**src/rtl/rx_sample_packer_if.sv**
```systemverilog
// Write-side bundle between the rx sample packer and the rx FIFO.
// The packer drives data/request; the FIFO returns its full flag.
interface rx_sample_packer_if;
   logic [31:0] fifo_data;
   logic        fifo_wrreq;
   logic        fifo_full;

   modport master (
      output fifo_data,
      output fifo_wrreq,
      input  fifo_full
   );

   modport slave (
      input  fifo_data,
      input  fifo_wrreq,
      output fifo_full
   );
endinterface

```
**src/rtl/rx_sample_packer.sv**
```systemverilog
// Captures enabled channel samples per strobe, serializes them into
// half-words and packs pairs into 32-bit FIFO words with loss tracking.
module rx_sample_packer (
   input  logic                        rx_clk,
   input  logic                        reset,
   input  logic                        clear_status,
   input  logic [3:0]                  channels,
   input  logic [15:0]                 ch_0,
   input  logic [15:0]                 ch_1,
   input  logic [15:0]                 ch_2,
   input  logic [15:0]                 ch_3,
   input  logic                        rxstrobe,
   rx_sample_packer_if.master          fifo,
   output logic                        rx_overrun,
   output logic [15:0]                 dropped_words,
   output logic [15:0]                 debug_bus
);

   logic [15:0] hold_q [4];
   logic [15:0] hold_d [4];
   logic [3:0]  pending_q, pending_d;
   logic [15:0] acc_lo_q, acc_lo_d;
   logic        half_valid_q, half_valid_d;
   logic [31:0] fifo_data_q, fifo_data_d;
   logic        fifo_wrreq_q, fifo_wrreq_d;
   logic        overrun_q, overrun_d;
   logic [15:0] dropped_q, dropped_d;

   logic [1:0]  sel;
   logic [15:0] hs;
   logic [3:0]  pend_clr;
   logic        any_pend;
   logic        one_left;
   logic        strobe_v;
   logic        accept;
   logic        reject;
   logic        lost_word;
   logic [1:0]  loss_cnt;
   logic [15:0] drop_base;
   logic [16:0] drop_sum;

   // lowest set pending bit wins: scan high to low, last hit sticks
   always_comb begin
      sel = 2'd0;
      for (int i = 3; i >= 0; i--) begin
         if (pending_q[i]) sel = i[1:0];
      end
   end

   assign hs        = hold_q[sel];
   assign pend_clr  = pending_q & ~(4'b0001 << sel);
   assign any_pend  = |pending_q;
   assign one_left  = any_pend &&
                      ((pending_q & (pending_q - 4'd1)) == 4'd0);
   assign strobe_v  = rxstrobe && (|channels);
   assign accept    = strobe_v && (!any_pend || one_left);
   assign reject    = strobe_v && !accept;
   assign lost_word = any_pend && half_valid_q && fifo.fifo_full;
   assign loss_cnt  = {1'b0, reject} + {1'b0, lost_word};
   assign drop_base = clear_status ? 16'd0 : dropped_q;
   assign drop_sum  = {1'b0, drop_base} + {15'd0, loss_cnt};

   always_comb begin
      pending_d    = accept ? channels : pend_clr;
      hold_d       = hold_q;
      acc_lo_d     = acc_lo_q;
      half_valid_d = half_valid_q;
      fifo_data_d  = fifo_data_q;
      fifo_wrreq_d = 1'b0;
      if (accept) begin
         hold_d[0] = ch_0;
         hold_d[1] = ch_1;
         hold_d[2] = ch_2;
         hold_d[3] = ch_3;
      end
      if (any_pend) begin
         if (!half_valid_q) begin
            acc_lo_d     = hs;
            half_valid_d = 1'b1;
         end else begin
            fifo_data_d  = {hs, acc_lo_q};
            half_valid_d = 1'b0;
            fifo_wrreq_d = !fifo.fifo_full;
         end
      end
      // a loss on the clearing edge still leaves its mark
      overrun_d = (loss_cnt != 2'd0) || (overrun_q && !clear_status);
      dropped_d = drop_sum[16] ? 16'hFFFF : drop_sum[15:0];
   end

   always_ff @(posedge rx_clk) begin
      if (reset) begin
         for (int i = 0; i < 4; i++) hold_q[i] <= 16'd0;
         pending_q    <= 4'd0;
         acc_lo_q     <= 16'd0;
         half_valid_q <= 1'b0;
         fifo_data_q  <= 32'd0;
         fifo_wrreq_q <= 1'b0;
         overrun_q    <= 1'b0;
         dropped_q    <= 16'd0;
      end else begin
         for (int i = 0; i < 4; i++) hold_q[i] <= hold_d[i];
         pending_q    <= pending_d;
         acc_lo_q     <= acc_lo_d;
         half_valid_q <= half_valid_d;
         fifo_data_q  <= fifo_data_d;
         fifo_wrreq_q <= fifo_wrreq_d;
         overrun_q    <= overrun_d;
         dropped_q    <= dropped_d;
      end
   end

   assign fifo.fifo_data  = fifo_data_q;
   assign fifo.fifo_wrreq = fifo_wrreq_q;
   assign rx_overrun      = overrun_q;
   assign dropped_words   = dropped_q;
   assign debug_bus       = {pending_q, half_valid_q, fifo_wrreq_q,
                             fifo.fifo_full, overrun_q, dropped_q[7:0]};

endmodule

```
**src/flat_wrapper.sv**
```systemverilog
// flat-port wrapper written by rule: the top's interface ports become plain ports
module rx_sample_packer_flat 
  (rx_clk, reset, clear_status, channels, ch_0, ch_1, ch_2, ch_3, rxstrobe, rx_overrun, dropped_words, debug_bus, fifo_fifo_data, fifo_fifo_wrreq, fifo_fifo_full);
  rx_sample_packer_if fifo_i ();
  input  logic rx_clk;
  input  logic reset;
  input  logic clear_status;
  input  logic [3:0] channels;
  input  logic [15:0] ch_0;
  input  logic [15:0] ch_1;
  input  logic [15:0] ch_2;
  input  logic [15:0] ch_3;
  input  logic rxstrobe;
  output logic rx_overrun;
  output logic [15:0] dropped_words;
  output logic [15:0] debug_bus;
  output wire logic [$bits(fifo_i.fifo_data)-1:0] fifo_fifo_data;
  output wire logic [$bits(fifo_i.fifo_wrreq)-1:0] fifo_fifo_wrreq;
  input wire logic [$bits(fifo_i.fifo_full)-1:0] fifo_fifo_full;
  assign fifo_fifo_data = fifo_i.fifo_data;
  assign fifo_fifo_wrreq = fifo_i.fifo_wrreq;
  assign fifo_i.fifo_full = fifo_fifo_full;
  rx_sample_packer u_core (.rx_clk(rx_clk), .reset(reset), .clear_status(clear_status), .channels(channels), .ch_0(ch_0), .ch_1(ch_1), .ch_2(ch_2), .ch_3(ch_3), .rxstrobe(rxstrobe), .fifo(fifo_i), .rx_overrun(rx_overrun), .dropped_words(dropped_words), .debug_bus(debug_bus));
endmodule
```
**config.mk**
```make
export PLATFORM = sky130hd
export DESIGN_NAME = rx_sample_packer_flat
export DESIGN_NICKNAME = d
export VERILOG_FILES = /design/src/rtl/rx_sample_packer_if.sv /design/src/rtl/rx_sample_packer.sv /design/src/flat_wrapper.sv
export SDC_FILE = /design/constraint.sdc
export NUM_CORES = 1
export LEC_CHECK = 0
export BUFFER_PORTS_ARGS = -buffer_cell sky130_fd_sc_hd__buf_4
export CAP_MARGIN = 10
export CORE_ASPECT_RATIO = 1.2
export CORE_MARGIN = 5
export CORE_UTILIZATION = 53
export CTS_CLUSTER_DIAMETER = 120
export CTS_CLUSTER_SIZE = 8
export DETAILED_ROUTE_END_ITERATION = 12
export PLACE_DENSITY = 0.85
export SKIP_CTS_REPAIR_TIMING = 1
export SKIP_LAST_GASP = 1
export SLEW_MARGIN = 0
export SYNTH_ARGS = -nofsm -noshare
export SYNTH_HDL_FRONTEND = slang
export SYNTH_SLANG_ARGS = --single-unit
```
**constraint.sdc**
```tcl
create_clock -name rx_clk -period 4.32 [get_ports rx_clk]
set_clock_uncertainty 0.1 [all_clocks]
set_input_delay 0.648 -clock rx_clk [delete_from_list [all_inputs] [get_ports rx_clk]]
set_output_delay 0.648 -clock rx_clk [all_outputs]
set_load 0.02 [all_outputs]
```
After elaboration in Yosys (flattened, before gate mapping) --
Cells that the tools add are included.
Word-level totals: register bits after elaboration 135, word-level logic and storage cells 53, input bits 73
Cells by class: add/sub/neg operators 3, bitwise gates (word level) 6, shift-type cells 1, order comparisons 1, reduce and logical (&&, ||, !) cells 20, mux-type cells 11
Operators with widths (count):
- two-way mux 16 bit | 4
- binary-select mux 16 bit (select 2 bit) | 1
- adder 16 x 2 -> 17 bit | 1
- AND 4 bit | 2
- two-way mux 2 bit | 4
- OR reduction 4 bit | 2
- logical AND 1 bit | 7
- zero test 1 bit | 4
- zero test 4 bit | 1
- two-way mux 4 bit | 1
- inverter 4 bit | 1
- AND reduction 2 bit | 2
- << shifter 1 x 2 -> 4 bit, first input constant | 1
- subtractor 4 x 1 -> 4 bit, second input constant | 1
- >= comparator 3 bit, second input constant | 1
- inverter 2 -> 3 bit | 1
- OR reduction 3 bit | 1
- adder 1 x 1 -> 2 bit | 1
- logical OR 1 bit | 2
- inverter 1 bit | 2
- nonzero test 2 bit | 1
- two-way mux 1 bit | 1

Depth between registers and ports, before layout --
depth in word-level cells 11, mapped depth 14

Least setup slack after synthesis --
No wires, ideal clock.
kind register to register, start point register u_core.pending_q[3], end point register u_core.dropped_q[8], in the netlist u_core.dropped_words[8], slack 984 ps, period minus slack after synthesis 3336 ps, data arrival time 3161 ps, buffers on the path 3, data required time 4145 ps, stages on the path, launching flop included 15, library setup time 75 ps, cells stage by stage dfxtp_1 > buf_4 > nor2_1 > a21boi_2 > buf_2 > nand2_1 > ha_1 > ha_1 > inv_1 > fa_1 > nand3b_1 > nor2_1 > nand3_1 > buf_2 > o22ai_1
Between the ends: word-level cells in the longest chain between the ends 11
Ends and longest elaborated chain:
- start: declaration | RTL line rx_sample_packer.sv:21 | logic [3:0] pending_q, pending_d;
- start signal: assignment | RTL line rx_sample_packer.sv:103 | pending_q <= pending_d;
- subtractor 4 x 1 -> 4 bit | RTL line rx_sample_packer.sv:54 | ((pending_q & (pending_q - 4'd1)) == 4'd0);
- AND 4 bit | RTL line rx_sample_packer.sv:54
- zero test 4 bit | RTL line rx_sample_packer.sv:54
- logical AND 1 bit | RTL line rx_sample_packer.sv:53 | assign one_left = any_pend &&
- logical OR 1 bit | RTL line rx_sample_packer.sv:56 | assign accept = strobe_v && (!any_pend || one_left);
- logical AND 1 bit | RTL line rx_sample_packer.sv:56
- zero test 1 bit | RTL line rx_sample_packer.sv:57 | assign reject = strobe_v && !accept;
- logical AND 1 bit | RTL line rx_sample_packer.sv:57
- adder 1 x 1 -> 2 bit * | RTL line rx_sample_packer.sv:59 | assign loss_cnt = {1'b0, reject} + {1'b0, lost_word};
- adder 16 x 2 -> 17 bit * | RTL line rx_sample_packer.sv:61 | assign drop_sum = {1'b0, drop_base} + {15'd0, loss_cnt};
- two-way mux 16 bit * | RTL line rx_sample_packer.sv:88 | dropped_d = drop_sum[16] ? 16'hFFFF : drop_sum[15:0];
- end signal: assignment | RTL line rx_sample_packer.sv:109 | dropped_q <= dropped_d;
- end: declaration | RTL line rx_sample_packer.sv:27 | logic [15:0] dropped_q, dropped_d;
Mark *: on every way between the ends. The rest lies on a longest branch, timed or not. A chain may end at the register's enable or synchronous reset.

Worst setup path after layout --
start point register u_core.pending_q[3], end point register u_core.dropped_q[3], in the netlist u_core.dropped_words[3]
Same word-level chain as after synthesis.

==> impl_metrics.ini <==
[outcome]
status = completed

[cts]
clk_pin_slew_worst_paths_ps = 60
numCtsBuffers = 17
root_buffer = clkbuf_16
cts.sinks = 135
htreeDepth = 4
tritoncts = yes
clk_latency_ps = 410
clockBufferDepth = 2

[global_route]
gr-total-overflow = 0
gr-usage-all-layers_pct = 22.8
grt_max_degree = 88
grt_pass1_wl_um = 23700
antenna_found_initial = 0
grt_pass1_vias = 4923

[setup_path]
critPathMaxFanout = 24
crit_required_ps = 4550
cp-startpoint = u_core.pending_q[3]
reg2reg_depth = 11
cp.arrival_ps = 4230
timing.rr.start = u_core.pending_q[3]
critPathLaunchType = flop
cp-endpoint = u_core.dropped_words[3]
reg2reg_to = u_core.dropped_words[3]
reg2reg_slack_ps = 320
path_class = reg -> reg
end_kind = flop

[sta]
slew_headroom_pct = 22.0
setup_violations = 0
tns_ps = 0
worst-slew-pin-transition_ps = 1170
max_freq_mhz = 250
post-route-min-period_ps = 4000
period_share_pct = 92.6
slew_viol_final = 0
rsz0062_at_grt = no
hold_ws_ps = 336
hold_violations = 0

[logic_synthesis]
synth-xor-area-share_pct = 0.933
synth-edff-count = 0
synth_compound_area_share_pct = 21.3
synthAdderAreaFrac_pct = 1.24
synthSimpleGateAreaFrac_pct = 21.7
synth_top_family_by_area = simple AND/OR/NAND/NOR gates
netlist-cell-type-count = 48
ys_ff_latch = 135
syn_inst = 681
synthMuxAreaShare_pct = 0
synth_async_sr_flop_share_pct = 0
synth_warnings = 0
syn_nets = 759
netlist_area_mm2 = 0.00564
yosysSeqAreaShare_pct = 48.0
avgSynthCellArea_um2 = 8.28
synth-main-ff-cell = dfxtp_1

[routing]
ant_nets = 0
via_per_inst = 5.54
drt_first_pass_iters = 5
drt_iter0_drc = 320
wl_per_cell_um = 15.9
drcViolationCount = 0
routed_wl_um = 14600
vias = 5112

[die]
core_mm2 = 0.0105
num_rows = 41
die_w_um = 104
start_util_pct = 53.8
ioPinCount = 139
die_h_um = 123
dieArea_mm2 = 0.0128

[final_layout]
multi_input_area_mm2 = 0.00257
seqCellArea_mm2 = 0.00270
fill_cells = 835
n_antenna_cell = 0
mostFrequentLayoutCells = nand2_1, buf_4, dfxtp_1
nets = 858
drive_gt1_share_pct = 24.7
final_common_cell = nand2_1
area_growth_pct = 26.6

[min_path]
worstHoldPathType = in -> reg

[pwr]
power_density_mw_per_mm2 = 440
p_leak_uw = 0.00282
vdd_drop_max_mv = 0.258

[flow_run]
drv_cap = 0

[placement]
gp_congestion = 0.881
place_hpwl_um = 10200
io_buffers = 138
-- area by class of cell --
cell class,instances,share of cell area (%)
Sequential cell,135,37.9
Multi-Input combinational cell,474,36.0
Timing Repair Buffer,145,15.4
Clock buffer,17,5.96
Tap cell,129,2.26
Clock inverter,15,2.16
Inverter,7,0.368
-- per-stage QoR --
step	utilization (%)	std cells	instance area, um^2	worst slack (ps)	power (uW)
4_1_cts	68.0	921	7120	369	3150
6_report	68.2	922	7130	319	3140
5_1_grt	68.2	922	7130	24.4	3260
3_5_place_dp	62.5	889	6540	441	1760
3_3_place_gp	62.5	889	6540	661	1750
2_1_floorplan	-	681	5640	984	1630
-- flip-flops by register name (all words and copies together) (netlist names) --
name,flops
u_core.rx_overrun,1
u_core.half_valid_q,1
u_core.fifo.fifo_wrreq,1
u_core.acc_lo_q,16
u_core.hold_q,64
u_core.pending_q,4
u_core.dropped_words,16
u_core.fifo.fifo_data,32
-- cell families (layout without fill, tap and decap cells) --
group	after synthesis	count (layout)
compound gates	182	182
xor+xnor	6	6
fa+ha+maj	5	5
buf+inv	72	184
flops	135	135
simple gates	281	281
-- worst min path at each step --
stage                                          end  cells past startpoint                      from
after floorplan           u_core.fifo.fifo_data[0]                      2        u_core.acc_lo_q[0]
after global routing        u_core.fifo.fifo_wrreq                      2            fifo_fifo_full
after CTS                   u_core.fifo.fifo_wrreq                      2            fifo_fifo_full
final                       u_core.fifo.fifo_wrreq                      2            fifo_fifo_full
after detailed placement  u_core.fifo.fifo_data[1]                      2  u_core.fifo.fifo_data[1]
after global placement    u_core.fifo.fifo_data[8]                      2        u_core.acc_lo_q[8]
-- synth_stat cells, types with 3 or more instances --
cell type | n | area share [%]
a221oi_1 | 6 | 0.93
buf_2 | 18 | 1.6
dfxtp_1 | 135 | 48
nor2b_1 | 4 | 0.44
a31oi_1 | 3 | 0.33
a211oi_1 | 33 | 4.4
inv_1 | 7 | 0.47
o31a_1 | 3 | 0.47
nor4_1 | 4 | 0.44
buf_4 | 15 | 2.0
o21ai_0 | 3 | 0.27
nor3_1 | 8 | 0.71
nand3_1 | 4 | 0.36
ha_1 | 4 | 0.89
xnor2_1 | 5 | 0.78
nand3b_1 | 18 | 2.4
nand2_1 | 186 | 12
buf_6 | 5 | 1.0
clkbuf_1 | 27 | 1.8
a22oi_1 | 3 | 0.40
a21oi_1 | 108 | 9.6
a221oi_2 | 10 | 2.7
nor2_1 | 40 | 2.7
-- critical path, cell delays in order (launching register included) --
cell and delay (ps):
dfxtp_1 880, a211oi_2 240, nor3_1 230, nand2_1 100
ha_1 300, ha_1 200, inv_1 70, fa_1 410
nand3b_1 300, nor2_1 370, nand3_1 420, o22ai_1 280
-- per-layer routing --
layer	share of wire (%)	global-route usage, %
met5	0	0
met4	2.7	9.55
met3	6.3	5.59
met2	50	38.7
met1	41	27.9
-- where the power goes --
group          total [uW]  switching (uW)  internal (uW)
registers            1380            52.9           1320
logic                 371             217            154
clock network        1390             544            850
total                3140             814           2330
Note: power is estimated with default switching activity, not from simulation.
